`src/rtl/seg7_pkg.sv`:
```
// seg7_pkg: shared constants and types for the 4-digit 7-segment scan driver.
//   NDIG       number of scanned digits
//   SEG_BLANK  active-low pattern with every segment off
//   SEG_LUT    active-low {g,f,e,d,c,b,a} pattern for nibble 0..F
//   digit_idx_t  2-bit digit index
package seg7_pkg;

  localparam int NDIG = 4;

  localparam logic [6:0] SEG_BLANK = 7'h7F;

  // Standard hex glyphs: 0-9, A, b, C, d, E, F (segment lit = 0)
  localparam logic [6:0] SEG_LUT [0:15] = '{
    7'h40, 7'h79, 7'h24, 7'h30,
    7'h19, 7'h12, 7'h02, 7'h78,
    7'h00, 7'h10, 7'h08, 7'h03,
    7'h46, 7'h21, 7'h06, 7'h0E
  };

  typedef logic [1:0] digit_idx_t;

endpackage

```
`src/rtl/seg7_hex_dec.sv`:
```
// seg7_hex_dec: combinational nibble to active-low segment decode.
//   nib_i     in  4  hex digit value 0..F
//   seg_n_o   out 7  {g,f,e,d,c,b,a}, active low
module seg7_hex_dec
  import seg7_pkg::*;
(
  input  logic [3:0] nib_i,
  output logic [6:0] seg_n_o
);

  assign seg_n_o = SEG_LUT[nib_i];

endmodule

```
`src/rtl/seg7_scan_mux.sv`:
```
// seg7_scan_mux: time-multiplexed driver for a 4-digit common-anode 7-segment
// display with double-buffered digit/decimal-point data.
//   clk        in   1   system clock
//   rst_n      in   1   asynchronous active-low reset
//   digits_i   in   16  digit k = digits_i[4k+3:4k], digit 0 rightmost
//   dp_i       in   4   decimal points, active high, bit k = digit k
//   upd_i      in   1   capture strobe for digits_i/dp_i
//   seg_n      out  7   {g,f,e,d,c,b,a} of the lit digit, active low
//   dp_n       out  1   decimal point of the lit digit, active low
//   an_n       out  4   anode enables, one-hot-low
//   frame_o    out  1   one-cycle pulse after each frame boundary
//   pending_o  out  1   captured data waiting for the next frame boundary
// Build option: define LEADING_ZERO_BLANK_EN to blank leading zero digits.
module seg7_scan_mux
  import seg7_pkg::*;
#(
  parameter int SCAN_DIV = 16384,
  parameter int CNT_W    = 15
) (
  input  logic        clk,
  input  logic        rst_n,
  input  logic [15:0] digits_i,
  input  logic [3:0]  dp_i,
  input  logic        upd_i,
  output logic [6:0]  seg_n,
  output logic        dp_n,
  output logic [3:0]  an_n,
  output logic        frame_o,
  output logic        pending_o
);

  localparam logic [CNT_W-1:0] CNT_MAX = CNT_W'(SCAN_DIV - 1);

  logic [CNT_W-1:0] cnt_q, cnt_d;
  digit_idx_t       idx_q, idx_d;
  logic [15:0]      stage_dig_q, stage_dig_d;
  logic [3:0]       stage_dp_q, stage_dp_d;
  logic [15:0]      shadow_dig_q, shadow_dig_d;
  logic [3:0]       shadow_dp_q, shadow_dp_d;
  logic             pending_q, pending_d;
  logic [6:0]       seg_n_q, seg_n_d;
  logic             dp_n_q, dp_n_d;
  logic [3:0]       an_n_q, an_n_d;
  logic             frame_q, frame_d;

  logic             tick;
  logic             boundary;
  logic [3:0]       nibble;
  logic [6:0]       dec_seg_n;
  logic             blank;

  assign tick     = (cnt_q == CNT_MAX);
  assign boundary = tick && (idx_q == digit_idx_t'(NDIG - 1));

  // Scan counters and double buffer
  always_comb begin
    cnt_d        = tick ? '0 : cnt_q + 1'b1;
    idx_d        = tick ? idx_q + 1'b1 : idx_q;
    stage_dig_d  = stage_dig_q;
    stage_dp_d   = stage_dp_q;
    shadow_dig_d = shadow_dig_q;
    shadow_dp_d  = shadow_dp_q;
    pending_d    = pending_q;
    if (upd_i) begin
      stage_dig_d = digits_i;
      stage_dp_d  = dp_i;
    end
    if (boundary) begin
      // A strobe landing on the boundary bypasses the stage register
      if (upd_i) begin
        shadow_dig_d = digits_i;
        shadow_dp_d  = dp_i;
      end else if (pending_q) begin
        shadow_dig_d = stage_dig_q;
        shadow_dp_d  = stage_dp_q;
      end
      pending_d = 1'b0;
    end else if (upd_i) begin
      pending_d = 1'b1;
    end
  end

  // Outputs are computed from next-state idx/shadow so they line up with the
  // registered scan position without an extra cycle of lag.
  assign nibble = shadow_dig_d[{idx_d, 2'b00} +: 4];

  seg7_hex_dec u_dec (
    .nib_i   (nibble),
    .seg_n_o (dec_seg_n)
  );

`ifdef LEADING_ZERO_BLANK_EN
  // Walk from the top digit down; a digit is blank while every digit at or
  // above it is zero with its decimal point off. Digit 0 is never blank.
  always_comb begin
    logic lead_zero;
    lead_zero = 1'b1;
    blank     = 1'b0;
    for (int k = NDIG - 1; k >= 1; k--) begin
      lead_zero = lead_zero && (shadow_dig_d[4*k +: 4] == 4'h0) && !shadow_dp_d[k];
      if (digit_idx_t'(k) == idx_d) blank = lead_zero;
    end
  end
`else
  assign blank = 1'b0;
`endif

  always_comb begin
    seg_n_d = blank ? SEG_BLANK : dec_seg_n;
    dp_n_d  = ~shadow_dp_d[idx_d];
    an_n_d  = ~(4'b0001 << idx_d);
    frame_d = boundary;
  end

  // State and output registers
  always_ff @(posedge clk or negedge rst_n) begin
    if (!rst_n) begin
      cnt_q        <= '0;
      idx_q        <= '0;
      stage_dig_q  <= '0;
      stage_dp_q   <= '0;
      shadow_dig_q <= '0;
      shadow_dp_q  <= '0;
      pending_q    <= 1'b0;
      seg_n_q      <= SEG_BLANK;
      dp_n_q       <= 1'b1;
      an_n_q       <= 4'hF;
      frame_q      <= 1'b0;
    end else begin
      cnt_q        <= cnt_d;
      idx_q        <= idx_d;
      stage_dig_q  <= stage_dig_d;
      stage_dp_q   <= stage_dp_d;
      shadow_dig_q <= shadow_dig_d;
      shadow_dp_q  <= shadow_dp_d;
      pending_q    <= pending_d;
      seg_n_q      <= seg_n_d;
      dp_n_q       <= dp_n_d;
      an_n_q       <= an_n_d;
      frame_q      <= frame_d;
    end
  end

  assign seg_n     = seg_n_q;
  assign dp_n      = dp_n_q;
  assign an_n      = an_n_q;
  assign frame_o   = frame_q;
  assign pending_o = pending_q;

endmodule

```
`config.mk`:
```
export PLATFORM = sky130hd
export DESIGN_NAME = seg7_scan_mux
export DESIGN_NICKNAME = d
export VERILOG_FILES = /design/src/rtl/seg7_pkg.sv /design/src/rtl/seg7_hex_dec.sv /design/src/rtl/seg7_scan_mux.sv
export SDC_FILE = /design/constraint.sdc
export NUM_CORES = 1
export LEC_CHECK = 0
export BUFFER_PORTS_ARGS = -buffer_cell sky130_fd_sc_hd__buf_2
export CAP_MARGIN = 10
export CORE_MARGIN = 2
export CORE_UTILIZATION = 25
export CTS_CLUSTER_SIZE = 40
export DETAILED_ROUTE_END_ITERATION = 7
export PLACE_DENSITY_LB_ADDON = 0.05
export SYNTH_ARGS = -nofsm -noshare
export SYNTH_HDL_FRONTEND = slang
export SYNTH_HIERARCHICAL = 1
export SYNTH_SLANG_ARGS = --single-unit
```
`constraint.sdc`:
```
create_clock -name clk -period 5.1 [get_ports clk]
set_input_delay 1.02 -clock clk [delete_from_list [all_inputs] [get_ports clk]]
set_output_delay 1.02 -clock clk [all_outputs]
set_load 0.01 [all_outputs]
```
# == Word-level counts from Yosys, hierarchy flattened ==
# Memory sizes are Yosys's and may differ from the RTL's. A register that Yosys moved wholly into a read port is not among the register bits.
# Cells that the tools add are included.
# word_totals
rom_bits,112
wordCells,36
n_memories,1
reg_bits,64
# mem_list
name,words,word_bits,rd,rd_clocked_by_memory_dff,write_ports,line,text
(name not given),16,7,1,1,0,seg7_hex_dec.sv:11,assign seg_n_o = SEG_LUT[nib_i];
# classes
add_sub_neg,2
reduce_logical,3
n_shift,2
n_mux,12
eq_ne,2
order_cmp,1
bitwise,3
# ops
cell,count
two-way mux 16 bit,3
variable part select 16 x 5 -> 4 bit,1
"adder 15 x 1 -> 15 bit, second input constant",1
"equality test 15 x 14 -> 1 bit, second input constant",1
two-way mux 15 bit,1
two-way mux 4 bit,3
inverter 4 -> 5 bit,1
inverter 4 bit,1
"left shift 1 x 2 -> 4 bit, first input constant",1
"< comparator 2 x 3 -> 1 bit, second input constant",1
two-way mux 1 bit,3
"adder 2 x 1 -> 2 bit, second input constant",1
binary-select mux 1 bit (select 2 bit),1
"equality test 2 bit, second input constant",1
two-way mux 2 bit,1
nonzero test 2 bit,1
logical AND 1 bit,1
zero test 1 bit,1
inverter 1 bit,1

# == Logic depth before layout (Yosys ltp) ==
# Gate-level depths: netlist (run 1).
# logic_depth
ltp_word,6
ltp_mapped,14
depth_no_buf,12

# == Cells and area by module ==
# The synthesis (run 1) kept the hierarchy.
# modules_own_cells
mod,cells_each,seq_area_each_um2,instances,area_each_um2
seg7_scan_mux,281,1791.7,1,3188.1
seg7_hex_dec,35,0.0,1,247.7

# == Least setup slack after synthesis (run 1) ==
# OpenSTA, ideal clock, no wires.
# synth_path
path_type,input to register
startpoint,in upd_i
endpoint,"reg seg_n_q[3], in the netlist seg_n[3]"
setup_slack_ns,2.044
setup_time_ns,0.087
n_path_buf,2
path_stages,11
t_arrival_ns,2.969
required_ns,5.013
cell_sequence,clkbuf_1 nor2b_1 clkbuf_1 a32oi_1 nand3_2 a222oi_1 nand2_1 ha_1 or2_2 a21oi_1 a31oi_1
# synth_between
elab_chain_cells,4
# synth_lines
item,line,text
start: declaration,seg7_scan_mux.sv:24,"input logic upd_i,"
two-way mux 16 bit,seg7_scan_mux.sv:70,if (upd_i) begin
two-way mux 16 bit,seg7_scan_mux.sv:68,if (boundary) begin
named net shadow_dig_d[8],seg7_scan_mux.sv:38,"logic [15:0] shadow_dig_q, shadow_dig_d;"
variable part select 16 x 5 -> 4 bit,seg7_scan_mux.sv:85,"assign nibble = shadow_dig_d[{idx_d, 2'b00} +: 4];"
named net nibble[0],seg7_scan_mux.sv:48,logic [3:0] nibble;
inverter 4 -> 5 bit (implied by the code),seg7_hex_dec.sv:11,
end: declaration,seg7_scan_mux.sv:41,"logic [6:0] seg_n_q, seg_n_d;"
# The timed path passes the listed nets, and every way through them passes these cells.
# A chain may end at the register's enable or synchronous reset.

# == Worst setup path after layout (run 1) ==
# layout_path
startpoint,reg cnt_q[0]
endpoint,"reg seg_n_q[3], in the netlist seg_n[3]"
# layout_between
elab_chain_cells,5
word_cells_on_any_way,6
cone_classes,eq/ne: 1; shift: 1; mux: 2; bitwise: 1; reduce/logical: 1
# layout_lines
item,line,text
start: declaration,seg7_scan_mux.sv:34,"logic [CNT_W-1:0] cnt_q, cnt_d;"
start signal: assignment,seg7_scan_mux.sv:130,cnt_q <= cnt_d;
equality test 15 x 14 -> 1 bit (*),seg7_scan_mux.sv:52,assign tick = (cnt_q == CNT_MAX);
logical AND 1 bit,seg7_scan_mux.sv:53,assign boundary = tick && (idx_q == digit_idx_t'(NDIG - 1));
two-way mux 16 bit,seg7_scan_mux.sv:68,
variable part select 16 x 5 -> 4 bit (*),seg7_scan_mux.sv:85,
named net nibble[0],seg7_scan_mux.sv:48,
inverter 4 -> 5 bit (implied by the code) (*),seg7_hex_dec.sv:11,
# Mark *: on every way through the listed nets, which the timed path passes. The rest lies on a longest branch.

==> results of run 1 <==
==> area by class of cell <==
type                            count  area (um2)  share of cell area
Clock buffer                        9         225              0.0543
Tap cell                          176         220              0.0531
Timing Repair Buffer               41         220              0.0531
Inverter                           15        56.3              0.0136
Sequential cell                    71        1790               0.432
Clock inverter                      7         135              0.0326
Multi-Input combinational cell    214        1500               0.361
==> layout by cell type (no fill, tap or decap), types with 3 or more instances in the layout <==
cell type / count
dfrtp_1: 59
nand2_1: 40
buf_2: 35
nor2_1: 19
nand3_1: 19
mux2_2: 18
inv_1: 15
o21ai_0: 15
a32oi_1: 14
dfstp_2: 12
ha_1: 9
clkbuf_16: 9
xor2_1: 7
o21a_1: 6
buf_4: 6
nor2b_1: 5
o211ai_1: 5
nand2_2: 4
xnor2_1: 4
nand3_2: 4
o21ai_1: 4
a222oi_1: 4
bufinv_16: 4
nand4_1: 3
nor3b_1: 3
clkinv_2: 3
==> cells by family after synthesis <==
kind of cell | count (synthesis)
DFF | 71
muxes | 19
buffers and inverters | 31
AOI/OAI and AO/OA | 58
xor gates and xnor gates | 11
and+or+nand+nor | 117
adders and majority gates | 9
==> path summary, 6_finish.rpt <==
path,slack (ns),end
min in group asynchronous,0.80,stage_dig_q[6]
worst min register to register,0.48,cnt_q[0]
worst max register to register,1.73,seg_n[3]
max in group asynchronous,3.66,stage_dp_q[3]
worst max-delay path,1.73,seg_n[3]
worst min-delay path,0.48,cnt_q[0]
==> power breakdown <==
part	leakage (uW)	switching [uW]	internal [uW]
logic	0.000841	37.4	26.7
clock network	0.000179	245	524
registers	0.000800	9.94	583
==> through the flow <==
step / util / area (um2) / cells / hold slack, ns / power, uW
6_report: 0.311 / 4150 / 533 / 0.480 / 1430
2_1_floorplan: - / 3440 / 316 / 0.448 / 633
3_5_place_dp: 0.284 / 3790 / 517 / 0.474 / 670
3_3_place_gp: 0.284 / 3790 / 517 / 0.462 / 670
4_1_cts: 0.311 / 4150 / 533 / 0.484 / 1460
5_1_grt: 0.311 / 4150 / 533 / 0.525 / 1490
==> per-layer routing <==
metal  GRT usage  vias to the layer above
li1            -                     1195
met5           0                        -
met3      0.0287                       14
met2       0.198                       30
met4      0.0740                        0
met1       0.170                     1196
==> state kept, by name (all words and copies together), names as in the netlist, 2 cells and up <==
register	cells
stage_dig_q	16
cnt_q	15
idx_q	2
seg_n	7
shadow_dp_q	4
shadow_dig_q	16
an_n	4
stage_dp_q	4
==> flow_metrics.tcl, run 1 <==
set metrics [dict create \
    synth_top_family_by_area "simple AND/OR/NAND/NOR gates" \
    layout_setup_ws_ns 1.73 \
    core_area_um2 13300 \
    syn_avg_cell_area_um2 10.9 \
    dpl_worst_slack_ns 1.69 \
    cp_cell_sequence "ha_1 > nand3_4 > or4_1 > nand2_1 > o21ai_1 > a222oi_1 > nand2_1 > ha_1 > or2_2 > a21oi_1 > a31oi_1" \
    antenna_found_initial 0 \
    power_leakage_uw 0.00182 \
    synth_mux_area_frac 0.0619 \
    cp.buffers_inverters 0 \
    dr.pass1.iters 4 \
    maxSlewViolCount 0 \
    clk_latency_ns 0.34 \
    drc 0 \
    max_freq_mhz 297 \
    crit_required_ns 5.34 \
    viasPerCell 4.57 \
    yosys_register_bits 71 \
    drt_iter0_drc 132 \
    clockRootBuffer "clkbuf_16" \
    h-tree-depth 3 \
    io_pins 37 \
    relSlewSlack 0.373 \
    initial_core_util 0.257 \
    hold_depth 1 \
    status "complete, no violations" \
    ir_drop_mv 0.101 \
    reg2regPathDepth 11 \
    synth_most_common_cell "dfrtp_1" \
    worst_slew_pin_slew_ns 0.941 \
    drv_cap 0 \
    core.rowCount 42 \
    vias 2435 \
    nets 384 \
    wl_met1_um 4160 \
    critPathKind "reg -> reg" \
    grt_pass1_wl_um 14200 \
    die_h_um 121 \
    cts_resized 0 \
    die_w_um 121 \
    grt_pass1_vias 2589 \
    crit_cells 11 \
    min_path_type "reg -> reg" \
    ys_seq_area_frac 0.521 \
    setup_violations 0 \
    path_clk_slew_ns 0.06 \
    mappedNetlistArea_um2 3440 \
    grt_overflow 0 \
    num_antenna_cells 0 \
    yosys_warnings 6 \
    synthSimpleGateAreaFrac 0.190 \
    place_congestion 0.749 \
    postCtsHoldBufs 0 \
    async_reset_ff_frac 1.00 \
    synth_enable_flop_cells 0 \
    crit_fanout 8 \
    startpoint "cnt_q[0]" \
    yosys-top-cells-area "dfrtp_1, dfstp_2, mux2_2" \
    ys.flop_type "dfrtp_1" \
    fill_cells 1408 \
    post-route-min-period_ns 3.37 \
    synth_fa_ha_area_frac 0.0328 \
    wl_per_cell_um 16.3 \
    hold_violations 0 \
    drive_gt1_frac 0.297 \
    fin_skew_ns 0.00657 \
    p_per_area_nw_per_um2 344 \
    netlist_instances 316 \
    cp_slowest_stage_delay_ns 0.65 \
    critPathTopFamily "simple AND/OR/NAND/NOR gates" \
    critPathSlowestCell "or4_1" \
    met2WireLength_um 4050 \
    port_buffers 36 \
    rsz0062_at_grt "no" \
    post-route-period-util 0.661 \
    grt_max_degree 72 \
    ant_nets 0 \
    synth_compound_area_frac 0.123 \
    min_from "cnt_q[0]" \
    ys_types 50 \
    post_cts_buffers 0 \
    cts_max_path_buffers 2 \
    fin_setup_tns_ns 0 \
    synth_common_cells "dfrtp_1, nand2_1, nand3_1, nor2_1, mux2_2" \
    synth_xor_area_frac 0.0280 \
    track_usage 0.130 \
    totalWireLength_um 8710 \
    cts_tree "built" \
    timing.rr.start "cnt_q[0]" \
    cts_made_buffers 9 \
    highest_layer "met4" \
    dpl.hpwl_um 6000 \
    die-area_um2 14700 \
    synth_top_area_frac 0.430 \
    route.met3.wl_um 279 \
    clock-sinks 71 \
    area.growth.synth_to_final_pct 20.7 \
    syn_nets 348 \
    crit_path_start_kind "flip-flop" \
    worstSetupEndpointType "flip-flop" \
    synth_top_cell_by_area "dfrtp_1" \
    cp_data_arrival_time_ns 3.61 \
]
(Power assumes the default switching activity.)
==> run 2, diff against run 1 <==
- clock period: 5.1 -> 3.05 ns (I/O delays scaled with it)
==> run 2 against run 1 <==
Global-route usage rose by 0.15 points. Register-to-register slack got worse by 1.6 ns. Setup slack got worse by 1.6 ns.
==> flow_metrics.tcl, run 2 (synthesized netlist as in run 1, its figures left out) <==
set metrics [dict create \
    dpl.hpwl_um 6090 \
    crit_path_start_kind "flip-flop" \
    cp_data_arrival_time_ns 3.22 \
    clk_latency_ns 0.34 \
    worst_slew_pin_slew_ns 0.929 \
    hold_violations 0 \
    viasPerCell 4.60 \
    antenna_found_initial 0 \
    drive_gt1_frac 0.454 \
    layout_setup_ws_ns 0.0915 \
    switching_power_uw 500 \
    ir_drop_mv 0.316 \
    port_buffers 36 \
    reg_top3 "shadow_dig_q x16, stage_dig_q x16, cnt_q x15" \
    intPower_uw 1870 \
    grt_pass1_vias 2686 \
    setup_violations 0 \
    power_leakage_uw 0.00206 \
    swShare 0.211 \
    worstSetupEndpointType "flip-flop" \
    track_usage 0.131 \
    critPathKind "reg -> reg" \
    critPathTopFamily "simple AND/OR/NAND/NOR gates" \
    postCtsHoldBufs 0 \
    place_congestion 0.719 \
    cts_made_buffers 9 \
    fin_skew_ns 0.00795 \
    post-route-period-util 0.970 \
    die-area_um2 14700 \
    h-tree-depth 3 \
    multiInputGateArea_um2 1690 \
    fill_cells 1383 \
    crit_cells 12 \
    core.rowCount 42 \
    dr.pass1.iters 5 \
    wl_per_cell_um 15.9 \
    cp.buffers_inverters 3 \
    p_per_area_nw_per_um2 501 \
    layout_common_cells "dfrtp_1, buf_4, buf_2, nand2_1, nor2_1" \
    ff_latch_area_um2 1790 \
    final_cells 579 \
    pwr-share-seq 0.418 \
    drc 0 \
    reg2regPathDepth 12 \
    status "complete, no violations" \
    drt_iter0_drc 143 \
    num_antenna_cells 0 \
    vias 2662 \
    relSlewSlack 0.381 \
    grt_pass1_wl_um 14500 \
    cp_cell_sequence "ha_4 > nand4b_1 > buf_4 > or4_4 > o22a_1 > a222oi_1 > nand2_2 > inv_4 > buf_4 > ha_1 > nand2_1 > a31oi_1" \
    io_pins 37 \
    crit_fanout 5 \
    post_dp_cell_area_um2 4020 \
    clockRootBuffer "clkbuf_16" \
    nets 430 \
    fin_setup_tns_ns 0 \
    post-route-min-period_ns 2.96 \
    clkPwrFrac 0.530 \
    ant_nets 0 \
    final_common_cell "dfrtp_1" \
    area.growth.synth_to_final_pct 38.0 \
    maxSlewViolCount 0 \
    grt_overflow 0 \
    drv_cap 0 \
    fin_area_um2 4740 \
    post-route-util 0.355 \
    clock-sinks 71 \
    die_w_um 121 \
    critPathMostFrequentCell "buf_4" \
    pwr-share-comb 0.052 \
    cp_slowest_stage_delay_ns 0.57 \
    critPathSlowestCell "or4_4" \
    min_path_type "in -> async" \
    placedCellCount 546 \
    max_freq_mhz 338 \
    crit_required_ns 3.31 \
    path_clk_slew_ns 0.06 \
    totalWireLength_um 9200 \
    rsz0062_at_grt "yes" \
    core_area_um2 13300 \
    dpl_worst_slack_ns 0.0311 \
    die_h_um 121 \
    cts_max_path_buffers 2 \
    cts_tree "built" \
    initial_core_util 0.257 \
    grt_max_degree 72 \
]
run 2: layout make-up:
type / count / area share
Inverter: 15 / 0.0129
Sequential cell: 71 / 0.378
Tap cell: 176 / 0.0465
Multi-Input combinational cell: 215 / 0.356
Timing Repair Buffer: 86 / 0.131
Clock buffer: 11 / 0.0533
Clock inverter: 5 / 0.0219
run 2: metrics by stage:
stage	power, uW	hold WS (ns)
after CTS	2410	0.460
after global routing	2470	0.490
after floorplan	1060	0.314
after global placement	1120	0.488
final	2370	0.408
after detailed placement	1130	0.489
run 2: per-layer routing:
layer / share of wire / global-route usage / vias to the layer above
met2: 0.48 / 0.202 / 35
met3: 0.034 / 0.0461 / 11
met1: 0.47 / 0.174 / 1320
met4: 0.016 / 0.0409 / 0
met5: 0 / 0 / -
li1: - / - / 1296
run 2: worst paths after layout:
| check | from | endpoint | slack [ns] |
|---|---|---|---|
| hold reg to reg | shadow_dig_q[11] | shadow_dig_q[11] | 0.50 |
| max in group asynchronous | rst_n | stage_dig_q[8] | 2.04 |
| min in group clk | shadow_dig_q[11] | shadow_dig_q[11] | 0.50 |
| hold / removal | rst_n | stage_dig_q[12] | 0.41 |
| setup / recovery | idx_q[1] | seg_n[3] | 0.09 |
| setup reg to reg | idx_q[1] | seg_n[3] | 0.09 |
run 2: timing repair:
action	4_1_cts	5_1_grt
buffers inserted	0	16
endpoints found under the setup margin	0	7
resized for setup	0	55
run 2: power groups by stage:
stage	Combinational (uW)	Clock, uW	Sequential [uW]
after floorplan	56.4	0	1000
after detailed placement	118	0	1010
after global routing	141	1340	995
final	124	1260	992
after global placement	117	0	1010
after CTS	118	1300	991
run 2: worst reg2reg max path: stages, from the launching register on:
cell	delay (ns)
dfrtp_1	0.43
ha_4	0.17
nand4b_1	0.16
buf_4	0.19
or4_4	0.57
o22a_1	0.23
a222oi_1	0.28
nand2_2	0.19
inv_4	0.13
buf_4	0.13
ha_1	0.14
nand2_1	0.07
a31oi_1	0.19
==> run 3, diff against run 2 <==
- CORE_UTILIZATION: 25 -> 45
==> run 3 against run 2 <==
Clock skew increased by 0.00052 ns. Sequential cell count stayed put. Sequential share of layout area rose by 6.0 points. First-iteration DRC count down 37%. Count of clock-buffer cells in the layout rose by 1. Critical path type unchanged. Critical endpoint is now seg_n[6]. Largest power group is now sequential cells.
==> flow_metrics.tcl, run 3 (synthesized netlist as in run 1, its figures left out) <==
set metrics [dict create \
    status "complete, no violations" \
    antenna_found_initial 0 \
    vias 2485 \
    crit_path_start_kind "flip-flop" \
    core_area_um2 7330 \
    crit_fanout 7 \
    area.growth.synth_to_final_pct 19.0 \
    cp_cell_sequence "ha_2 > nand3_4 > or4_4 > buf_4 > nand2_1 > nand3_1 > a222oi_1 > nand2_1 > buf_4 > ha_1 > nand2_1 > a21boi_1 > o21ai_1" \
    final_common_cell "dfrtp_1" \
    nets 408 \
    reg_top3 "shadow_dig_q x16, stage_dig_q x16, cnt_q x15" \
    layout_common_cells "dfrtp_1, nand2_1, buf_2, buf_4, nor2_1" \
    grt_overflow 0 \
    post-route-period-util 0.944 \
    drive_gt1_frac 0.352 \
    die_h_um 91.4 \
    num_antenna_cells 0 \
    fill_cells 648 \
    path_clk_slew_ns 0.07 \
    hold_violations 0 \
    endpoint "seg_n[6]" \
    cp.buffers_inverters 2 \
    viasPerCell 5.18 \
    reg2regPathDepth 13 \
    core.rowCount 31 \
    final_cells 480 \
    cp_data_arrival_time_ns 3.14 \
    worstSetupEndpointType "flip-flop" \
    cp_slowest_stage_delay_ns 0.57 \
    die_w_um 91.4 \
    ff_latch_area_um2 1790 \
    grt_pass1_wl_um 12300 \
    holdWs_ns 0.243 \
    r2r-end "seg_n[6]" \
    cts_made_buffers 9 \
    power_leakage_uw 0.00186 \
    cts_max_path_buffers 2 \
    min_path_type "in -> async" \
    clock-sinks 71 \
    crit_required_ns 3.31 \
    crit_cells 13 \
    critPathTopFamily "simple AND/OR/NAND/NOR gates" \
    fin_skew_ns 0.00847 \
    placedCellCount 457 \
    io_pins 37 \
    port_buffers 36 \
    drt_iter0_drc 90 \
    h-tree-depth 3 \
    drc 0 \
    startpoint "cnt_q[0]" \
    max_freq_mhz 347 \
    die-area_um2 8350 \
    track_usage 0.189 \
    critPathMostFrequentCell "nand2_1" \
    totalWireLength_um 7210 \
    timing.rr.start "cnt_q[0]" \
    cts_tree "built" \
    setup_violations 0 \
    ir_drop_mv 0.226 \
    p_per_area_nw_per_um2 455 \
    maxSlewViolCount 0 \
    drv_cap 0 \
    grt_pass1_vias 2505 \
    initial_core_util 0.469 \
    ant_nets 0 \
    grt_max_degree 26 \
    critPathKind "reg -> reg" \
    place_congestion 0.737 \
    dr.pass1.iters 4 \
    clk_latency_ns 0.34 \
    wl_per_cell_um 15.0 \
    critPathSlowestCell "or4_4" \
    multiInputGateArea_um2 1510 \
    postCtsHoldBufs 0 \
    clockRootBuffer "clkbuf_8" \
    dpl.hpwl_um 5160 \
    relSlewSlack 0.631 \
    worst_slew_pin_slew_ns 0.553 \
    post-route-min-period_ns 2.88 \
    r2r_slack_ns 0.17 \
]
## run 3: cell types whose count changed in the layout (fill, tap and decap cells not counted), moves of 3 or more
cell | previous run | this run
o21ai_2 | 3 | 0
ha_1 | 2 | 8
ha_4 | 7 | 0
nand2_2 | 13 | 5
buf_6 | 9 | 2
clkbuf_16 | 10 | 0
buf_4 | 40 | 27
nand2_1 | 30 | 39
clkbuf_8 | 2 | 11
## run 3: final cells by class
type                    count  share of cell area
well taps                  99              0.0303
repair buffers             65              0.0991
clock inverters             4              0.0110
multi-input cells         214               0.370
inverters                  15              0.0138
clock buffers              12              0.0379
flip-flops and latches     71               0.438
## run 3: metrics by stage
stage / area, um2 / total power, uW / setup slack (ns) / TNS, ns / utilization
3_3_place_gp: 3810 / 1110 / 0.101 / 0 / 0.520
3_5_place_dp: 3810 / 1120 / 0.0468 / 0 / 0.520
4_1_cts: 4020 / 1890 / 0.0302 / 0 / 0.548
6_report: 4090 / 1860 / 0.172 / 0 / 0.558
5_1_grt: 4090 / 1940 / -0.00846 / -0.0102 / 0.558
2_1_floorplan: 3440 / 1060 / 0.131 / 0 / -
## run 3: what timing repair did
action,in CTS,in global routing
hold endpoints to repair,0,0
endpoints found under the setup margin,0,7
resized for setup,0,8
setup buffers,0,7
## run 3: metal layers
| layer | track usage | wire [um] | vias up |
|---|---|---|---|
| met1 | 0.255 | 3440 | 1175 |
| met5 | 0 | 0 | - |
| met2 | 0.299 | 3410 | 47 |
| met4 | 0.0859 | 137 | 0 |
| li1 | - | - | 1253 |
| met3 | 0.0307 | 224 | 10 |
## run 3: report_power, final
group | switching [uW] | internal (uW) | leakage, uW
Clock | 341 | 419 | 0.000106
Combinational | 61.0 | 50.3 | 0.000953
Sequential | 15.3 | 974 | 0.000800
## run 3: worst min path at each step
| stage | endpoint | slack (ns) |
|---|---|---|
| detailed placement | cnt_q[0] | 0.47 |
| CTS | stage_dig_q[7] | 0.26 |
| global placement | cnt_q[0] | 0.46 |
| global route | stage_dig_q[12] | 0.28 |
| floorplan | cnt_q[0] | 0.31 |
| finish | stage_dig_q[12] | 0.24 |
